`src/rtl/mode_counter.sv`:
```
// rtl/mode_counter.sv - up/down counter with step, limit, wrap/saturate/one-shot modes and enable prescaler
module mode_counter #(
  parameter int WIDTH      = 8,
  parameter int PRESCALE_W = 16
) (
  input  logic                  clk,
  input  logic                  rst,
  input  logic                  ld,
  input  logic [WIDTH-1:0]      v,
  input  logic                  inc,
  input  logic                  dir,
  input  logic [WIDTH-1:0]      step,
  input  logic [WIDTH-1:0]      limit,
  input  logic [1:0]            mode,
  input  logic [PRESCALE_W-1:0] prescale,
  output logic [WIDTH-1:0]      count,
  output logic                  tc,
  output logic                  done
);

  localparam logic [1:0] MODE_SAT     = 2'b01;
  localparam logic [1:0] MODE_ONESHOT = 2'b10;

  logic [PRESCALE_W-1:0] pre_cnt;
  logic                  tick;
  logic [WIDTH:0]        sum;
  logic [WIDTH-1:0]      diff;
  logic                  up_over;
  logic                  dn_under;
  logic                  boundary;
  logic                  clamp;
  logic [WIDTH-1:0]      next_count;

  always_comb begin
    tick       = inc & (pre_cnt >= prescale) & ~done;
    sum        = {1'b0, count} + {1'b0, step};
    diff       = count - step;
    up_over    = sum > {1'b0, limit};
    dn_under   = step > count;
    // A zero step never moves the count, so it can never cross a boundary.
    boundary   = (step != '0) & (dir ? up_over : dn_under);
    clamp      = (mode == MODE_SAT) || (mode == MODE_ONESHOT);
    next_count = dir ? sum[WIDTH-1:0] : diff;
    if (boundary) begin
      if (clamp) next_count = dir ? limit : '0;
      else       next_count = dir ? '0 : limit;
    end
  end

  always_ff @(posedge clk) begin
    if (rst) begin
      count   <= '0;
      tc      <= 1'b0;
      done    <= 1'b0;
      pre_cnt <= '0;
    end else if (ld) begin
      count   <= v;
      tc      <= 1'b0;
      done    <= 1'b0;
      pre_cnt <= '0;
    end else if (tick) begin
      count   <= next_count;
      tc      <= boundary;
      pre_cnt <= '0;
      if (boundary && (mode == MODE_ONESHOT)) done <= 1'b1;
    end else begin
      tc <= 1'b0;
      if (inc && !done) pre_cnt <= pre_cnt + PRESCALE_W'(1);
    end
  end

endmodule

```
`config.mk`:
```
export PLATFORM = sky130hd
export DESIGN_NAME = mode_counter
export DESIGN_NICKNAME = d
export VERILOG_FILES = /design/src/rtl/mode_counter.sv
export SDC_FILE = /design/constraint.sdc
export NUM_CORES = 1
export LEC_CHECK = 0
export CORE_MARGIN = 2
export CORE_UTILIZATION = 47
export CTS_CLUSTER_SIZE = 10
export DETAILED_ROUTE_END_ITERATION = 10
export PLACE_DENSITY = 0.76
export SLEW_MARGIN = 20
export SYNTH_ARGS = -nofsm -noshare
export SYNTH_HDL_FRONTEND = slang
export SYNTH_SLANG_ARGS = --single-unit
```
`constraint.sdc`:
```
create_clock -name clk -period 2.7 [get_ports clk]
set_input_delay 0.27 -clock clk [delete_from_list [all_inputs] [get_ports clk]]
set_output_delay 0.27 -clock clk [all_outputs]
set_load 0.02 [all_outputs]
```
# After elaboration in Yosys (flattened, before gate mapping)
# Cells that the tools add are included.
# totals
register_bits,26
out_inout_bits,10
# classes
addsub,3
order_cmp,3
n_eq_ne,2
muxes,8
bitwise_logic,5
reduce_logical,10
# ops
operator,count
two-way mux 8 bit,7
"adder 16 x 1 -> 16 bit, second input constant",1
>= comparator 16 bit,1
adder 8 x 8 -> 9 bit,1
greater-than comparator 9 x 8 -> 1 bit,1
greater-than comparator 8 bit,1
nonzero test 8 bit,1
subtractor 8 bit,1
OR reduction 3 bit,2
AND 1 bit,3
"equality test 2 x 1 -> 1 bit, second input constant",1
"equality test 2 bit, second input constant",1
logical AND 1 bit,2
inverter 1 bit,2
AND reduction 2 bit,1
nonzero test 2 bit,1
OR reduction 2 bit,1
logical NOT 1 bit,1
logical OR 1 bit,1
two-way mux 1 bit,1

# Depth between registers and ports, before layout
# logic_depth
ltp_word,7
depth_mapped,16
ltp_nobuf,14

# Worst setup path before layout
# OpenSTA, ideal clock, no wires.
# synth_timing
kind,reg2reg
startpoint,register count[0]
endpoint,register count[0]
setup_ns,0.076
t_arrival_ns,3.024
slack_ns,-0.400
stages_incl_launch_ff,16
path_buffers,1
period_less_slack_ns,3.100
path_cell_list,dfxtp_1 -> ha_1 -> fa_1 -> nand2b_4 -> a211oi_4 -> o21bai_1 -> nand2b_1 -> xnor2_1 -> ha_1 -> nand4_1 -> a2bb2oi_1 -> o221ai_1 -> a41oi_2 -> buf_6 -> mux2_4 -> o22ai_1
# synth_via
elab_chain_cells,7
elab_cells_between_ends,10
classes_between,2 x add/sub; 2 x order compare; 5 x mux; 1 x bitwise
# synth_lines
element,line,source
from (decl),16,"output logic [WIDTH-1:0] count,"
from (signal assigned),57,count <= v;
from (signal assigned),62,count <= next_count;
adder 8 x 8 -> 9 bit,36,"sum = {1'b0, count} + {1'b0, step};"
greater-than comparator 9 x 8 -> 1 bit,38,"up_over = sum > {1'b0, limit};"
two-way mux 1 bit,41,boundary = (step != '0) & (dir ? up_over : dn_under);
AND 1 bit,41,
two-way mux 8 bit *,44,if (boundary) begin
two-way mux 8 bit *,61,end else if (tick) begin
two-way mux 8 bit *,56,end else if (ld) begin
# Mark *: on every way between the ends. The rest lies on a longest branch, timed or not. The select of a mux whose other input is x is not followed.
# A chain may end at the register's enable or synchronous reset.

# Worst setup path after layout
# layout_timing
startpoint,register count[0]
endpoint,register count[2]
# The elaborated chain is that of the path after synthesis.

==> impl_metrics.yaml <==
outcome:
  status: "complete, but fails checks"
  failed_checks: "negative setup slack"
clock_network:
  tritoncts: "done"
  worstSkewPairLatency_ns: 0.27
  cts.htree.levels: 1
  clk_root_buf: "sky130_fd_sc_hd__clkbuf_8"
  cts.sinks: 26
  cts.reportedPaths.clkPinSlew_ns: 0.09
  cts_made_buffers: 3
  cts_max_path_buffers: 2
sta:
  rsz_0062_raised_after_global_routing: "yes"
  max_freq_mhz: 322
  worst-slew-pin-transition_ns: 0.669
  period_minus_slack_ns: 3.11
  setup_violations: 10
  final_hold_viol_count: 0
  min_period_over_period_pct: 115
  timing.max_slew.rel_slack_pct: 55.3
  worst_slack_ns: -0.406
  final-max-slew-violation-count: 0
  clock_skew_ns: 0.00199
synth:
  synth-main-ff-cell: "sky130_fd_sc_hd__dfxtp_1"
  post_synth_edffs: 0
  synth.distinct_cells: 63
  synth.yosys.warnings: 0
  synthCells: 324
  flip_flop_and_latch_count_after_synthesis: 26
  syn-mean-instance-area_sq_um: 8.48
  syn-cell-area_sq_um: 2750
  synth-seq-area-share_pct: 18.9
  mapped_nets: 415
  synthArstFlopShare_pct: 0
grt:
  global_route.overflow_total: 0
  grt_max_degree: 20
  via_count_of_the_first_global_routing_pass: 2573
  gr_usage_total_pct: 23.3
  antenna_found_initial: 0
  global_route_wire_length_before_repair_microns: 11900
routing:
  totalWireLength_microns: 7400
  wl_per_cell_microns: 15.1
  via_count: 2662
  drt_pass1_iterations: 4
  route.antenna.remaining_nets: 0
  initialDrtViolationCount: 129
  drc: 0
  drt-vias-per-instance: 5.43
job:
  drv.max_cap_violation_count: 0
floorplan:
  die-area_sq_um: 6470
  die_x_microns: 80.5
  die_height_microns: 80.5
  placement_rows: 27
  initial_utilization_pct: 49.3
  io-pin-count: 57
  core_area_sq_um: 5570
critical_path:
  worst-endpoint-required_ns: 2.89
  crit_arrival_ns: 3.29
  crit_path_end_kind: "flip-flop"
  worst-setup-path-type: "reg -> reg"
  timing.critical_path.fanout_max: 4
  worstSetupStartpointType: "flip-flop"
final_layout:
  final_net_count: 510
  drive_above_1_share_pct: 24.4
  diodes: 0
  area_occupied_by_multi_input_gates_sq_um: 2140
  register_area_sq_um: 541
  areaGrowthSynthToFinish_pct: 41.6
  filler_cell_count: 455
  post-route-cell-area_sq_um: 3890
placement:
  place.port_buffers: 56
  placedInstanceArea_sq_um: 3660
  dp_hpwl_microns: 6060
  place.gp.congestion: 0.912
power:
  ir_worst_vdd_mv: 0.212
  power.density_cell_area_nw_per_um2: 321
  total_power_w: 0.00125
  p_leak_nw: 1.72
min_path:
  hp-class: "reg -> reg"
==> metrics by stage <==
step | hold slack, ns | utilization (%) | setup TNS (ns) | cells | setup WS [ns]
after floorplan | 0.431 | - | -1.09 | 324 | -0.179
after global placement | 0.505 | 65.7 | -7.08 | 482 | -0.779
after detailed placement | 0.516 | 65.7 | -8.25 | 482 | -0.897
after CTS | 0.541 | 69.4 | -4.61 | 490 | -0.538
after global routing | 0.570 | 69.8 | -4.69 | 490 | -0.519
final | 0.532 | 69.8 | -3.48 | 490 | -0.406
==> worst max-delay path, cell delays in order, from the launching register on <==
cell                        delay, ns
sky130_fd_sc_hd__dfxtp_4         0.37
sky130_fd_sc_hd__ha_4            0.16
sky130_fd_sc_hd__fa_2            0.38
sky130_fd_sc_hd__nand2b_4        0.10
sky130_fd_sc_hd__a211oi_4        0.06
sky130_fd_sc_hd__o21bai_1        0.20
sky130_fd_sc_hd__nand2b_1        0.10
sky130_fd_sc_hd__xnor2_1         0.19
sky130_fd_sc_hd__ha_2            0.31
sky130_fd_sc_hd__nand4_1         0.09
sky130_fd_sc_hd__a2bb2oi_2       0.15
sky130_fd_sc_hd__o221ai_2        0.10
sky130_fd_sc_hd__a41oi_2         0.22
sky130_fd_sc_hd__buf_4           0.19
sky130_fd_sc_hd__mux2_4          0.30
sky130_fd_sc_hd__o22ai_1         0.11
==> final cells by class <==
type	instances	share of cell area, %
multi-input cells	249	55.0
inverters	37	3.57
clock buffers	4	1.70
flip-flops and latches	26	13.9
repair buffers	102	23.5
well taps	72	2.32
==> layout by cell type (no fill, tap or decap), drive strengths merged, types with 3 or more instances in the layout <==
cell,n
clkbuf,4
xor2,13
dfxtp,26
a211o,3
o22ai,5
nand2,17
nand3,11
a211oi,4
nand2b,4
o21ai,7
a32oi,4
nand3b,4
inv,37
xnor2,14
ha,42
mux2i,3
nor4,6
o211ai,6
a21oi,13
clkdlybuf4s50,52
mux2,5
and3,4
nor2b,9
nand4,6
nor2,28
a22oi,3
o31a,3
nor3,5
o221ai,3
nor3b,3
buf,46
==> metal layers <==
| metal | routed length (microns) | up-vias | GRT usage [%] |
|---|---|---|---|
| li1 | - | 1342 | - |
| met1 | 3440 | 1214 | 32.5 |
| met2 | 3390 | 95 | 38.8 |
| met3 | 474 | 11 | 3.60 |
| met4 | 95 | 0 | 3.05 |
| met5 | 0 | - | 0 |
==> synth_stat cells (3+ instances only) <==
cell type | instances | area, sq um
sky130_fd_sc_hd__a211o_1 | 3 | 26.3
sky130_fd_sc_hd__a21oi_1 | 12 | 60.1
sky130_fd_sc_hd__a22oi_1 | 3 | 22.5
sky130_fd_sc_hd__a32oi_1 | 4 | 35.0
sky130_fd_sc_hd__and3_1 | 4 | 25.0
sky130_fd_sc_hd__buf_4 | 5 | 37.5
sky130_fd_sc_hd__dfxtp_1 | 26 | 521
sky130_fd_sc_hd__ha_1 | 42 | 526
sky130_fd_sc_hd__inv_1 | 36 | 135
sky130_fd_sc_hd__mux2_4 | 4 | 60.1
sky130_fd_sc_hd__mux2i_1 | 3 | 30.0
sky130_fd_sc_hd__nand2_1 | 15 | 56.3
sky130_fd_sc_hd__nand2b_1 | 3 | 18.8
sky130_fd_sc_hd__nand3_1 | 11 | 55.1
sky130_fd_sc_hd__nand3b_1 | 4 | 30.0
sky130_fd_sc_hd__nand4_1 | 6 | 37.5
sky130_fd_sc_hd__nor2_1 | 27 | 101
sky130_fd_sc_hd__nor2b_1 | 8 | 50.1
sky130_fd_sc_hd__nor3_1 | 5 | 25.0
sky130_fd_sc_hd__nor3b_1 | 3 | 22.5
sky130_fd_sc_hd__nor4_1 | 6 | 37.5
sky130_fd_sc_hd__o211ai_1 | 4 | 30.0
sky130_fd_sc_hd__o21ai_0 | 4 | 20.0
sky130_fd_sc_hd__o221ai_1 | 3 | 26.3
sky130_fd_sc_hd__o22ai_1 | 5 | 31.3
sky130_fd_sc_hd__o31a_1 | 3 | 26.3
sky130_fd_sc_hd__xnor2_1 | 14 | 123
sky130_fd_sc_hd__xor2_1 | 13 | 114
==> registers in the layout, indices dropped and copies added (netlist names) <==
signal / flops
done: 1
count: 8
pre_cnt: 16
tc: 1
==> timing repair <==
item | CTS | global route
setup endpoints to repair | 10 | 10
gates cloned | 0 | 0
pin swaps | 12 | 5
hold buffers | 0 | 0
gates resized for setup | 20 | 7
buffers inserted | 4 | 0
endpoints found under the hold margin | 0 | 0
==> cell families after synthesis <==
family | synth area share (%)
compound gates | 19.1
xor+xnor | 8.61
fa+ha+maj | 20.6
buf+inv | 8.52
flops | 18.9
mux | 3.69
simple gates | 20.6
==> power breakdown <==
| part | internal [W] | total [W] | switching [W] |
|---|---|---|---|
| clock network | 0.000161 | 0.000279 | 0.000118 |
| logic | 0.000314 | 0.000571 | 0.000257 |
| registers | 0.000389 | 0.000400 | 0.0000103 |
| total | 0.000864 | 0.00125 | 0.000386 |
==> final timing paths <==
kind                                  start           to  slack (ns)  cells after the start
worst max-delay path               count[0]     count[2]       -0.41                     15
worst min-delay path            pre_cnt[15]  pre_cnt[15]        0.53                      2
worst max register to register     count[0]     count[2]       -0.41                     15
worst min register to register  pre_cnt[15]  pre_cnt[15]        0.53                      2
Note: power is estimated with default switching activity, not from simulation.
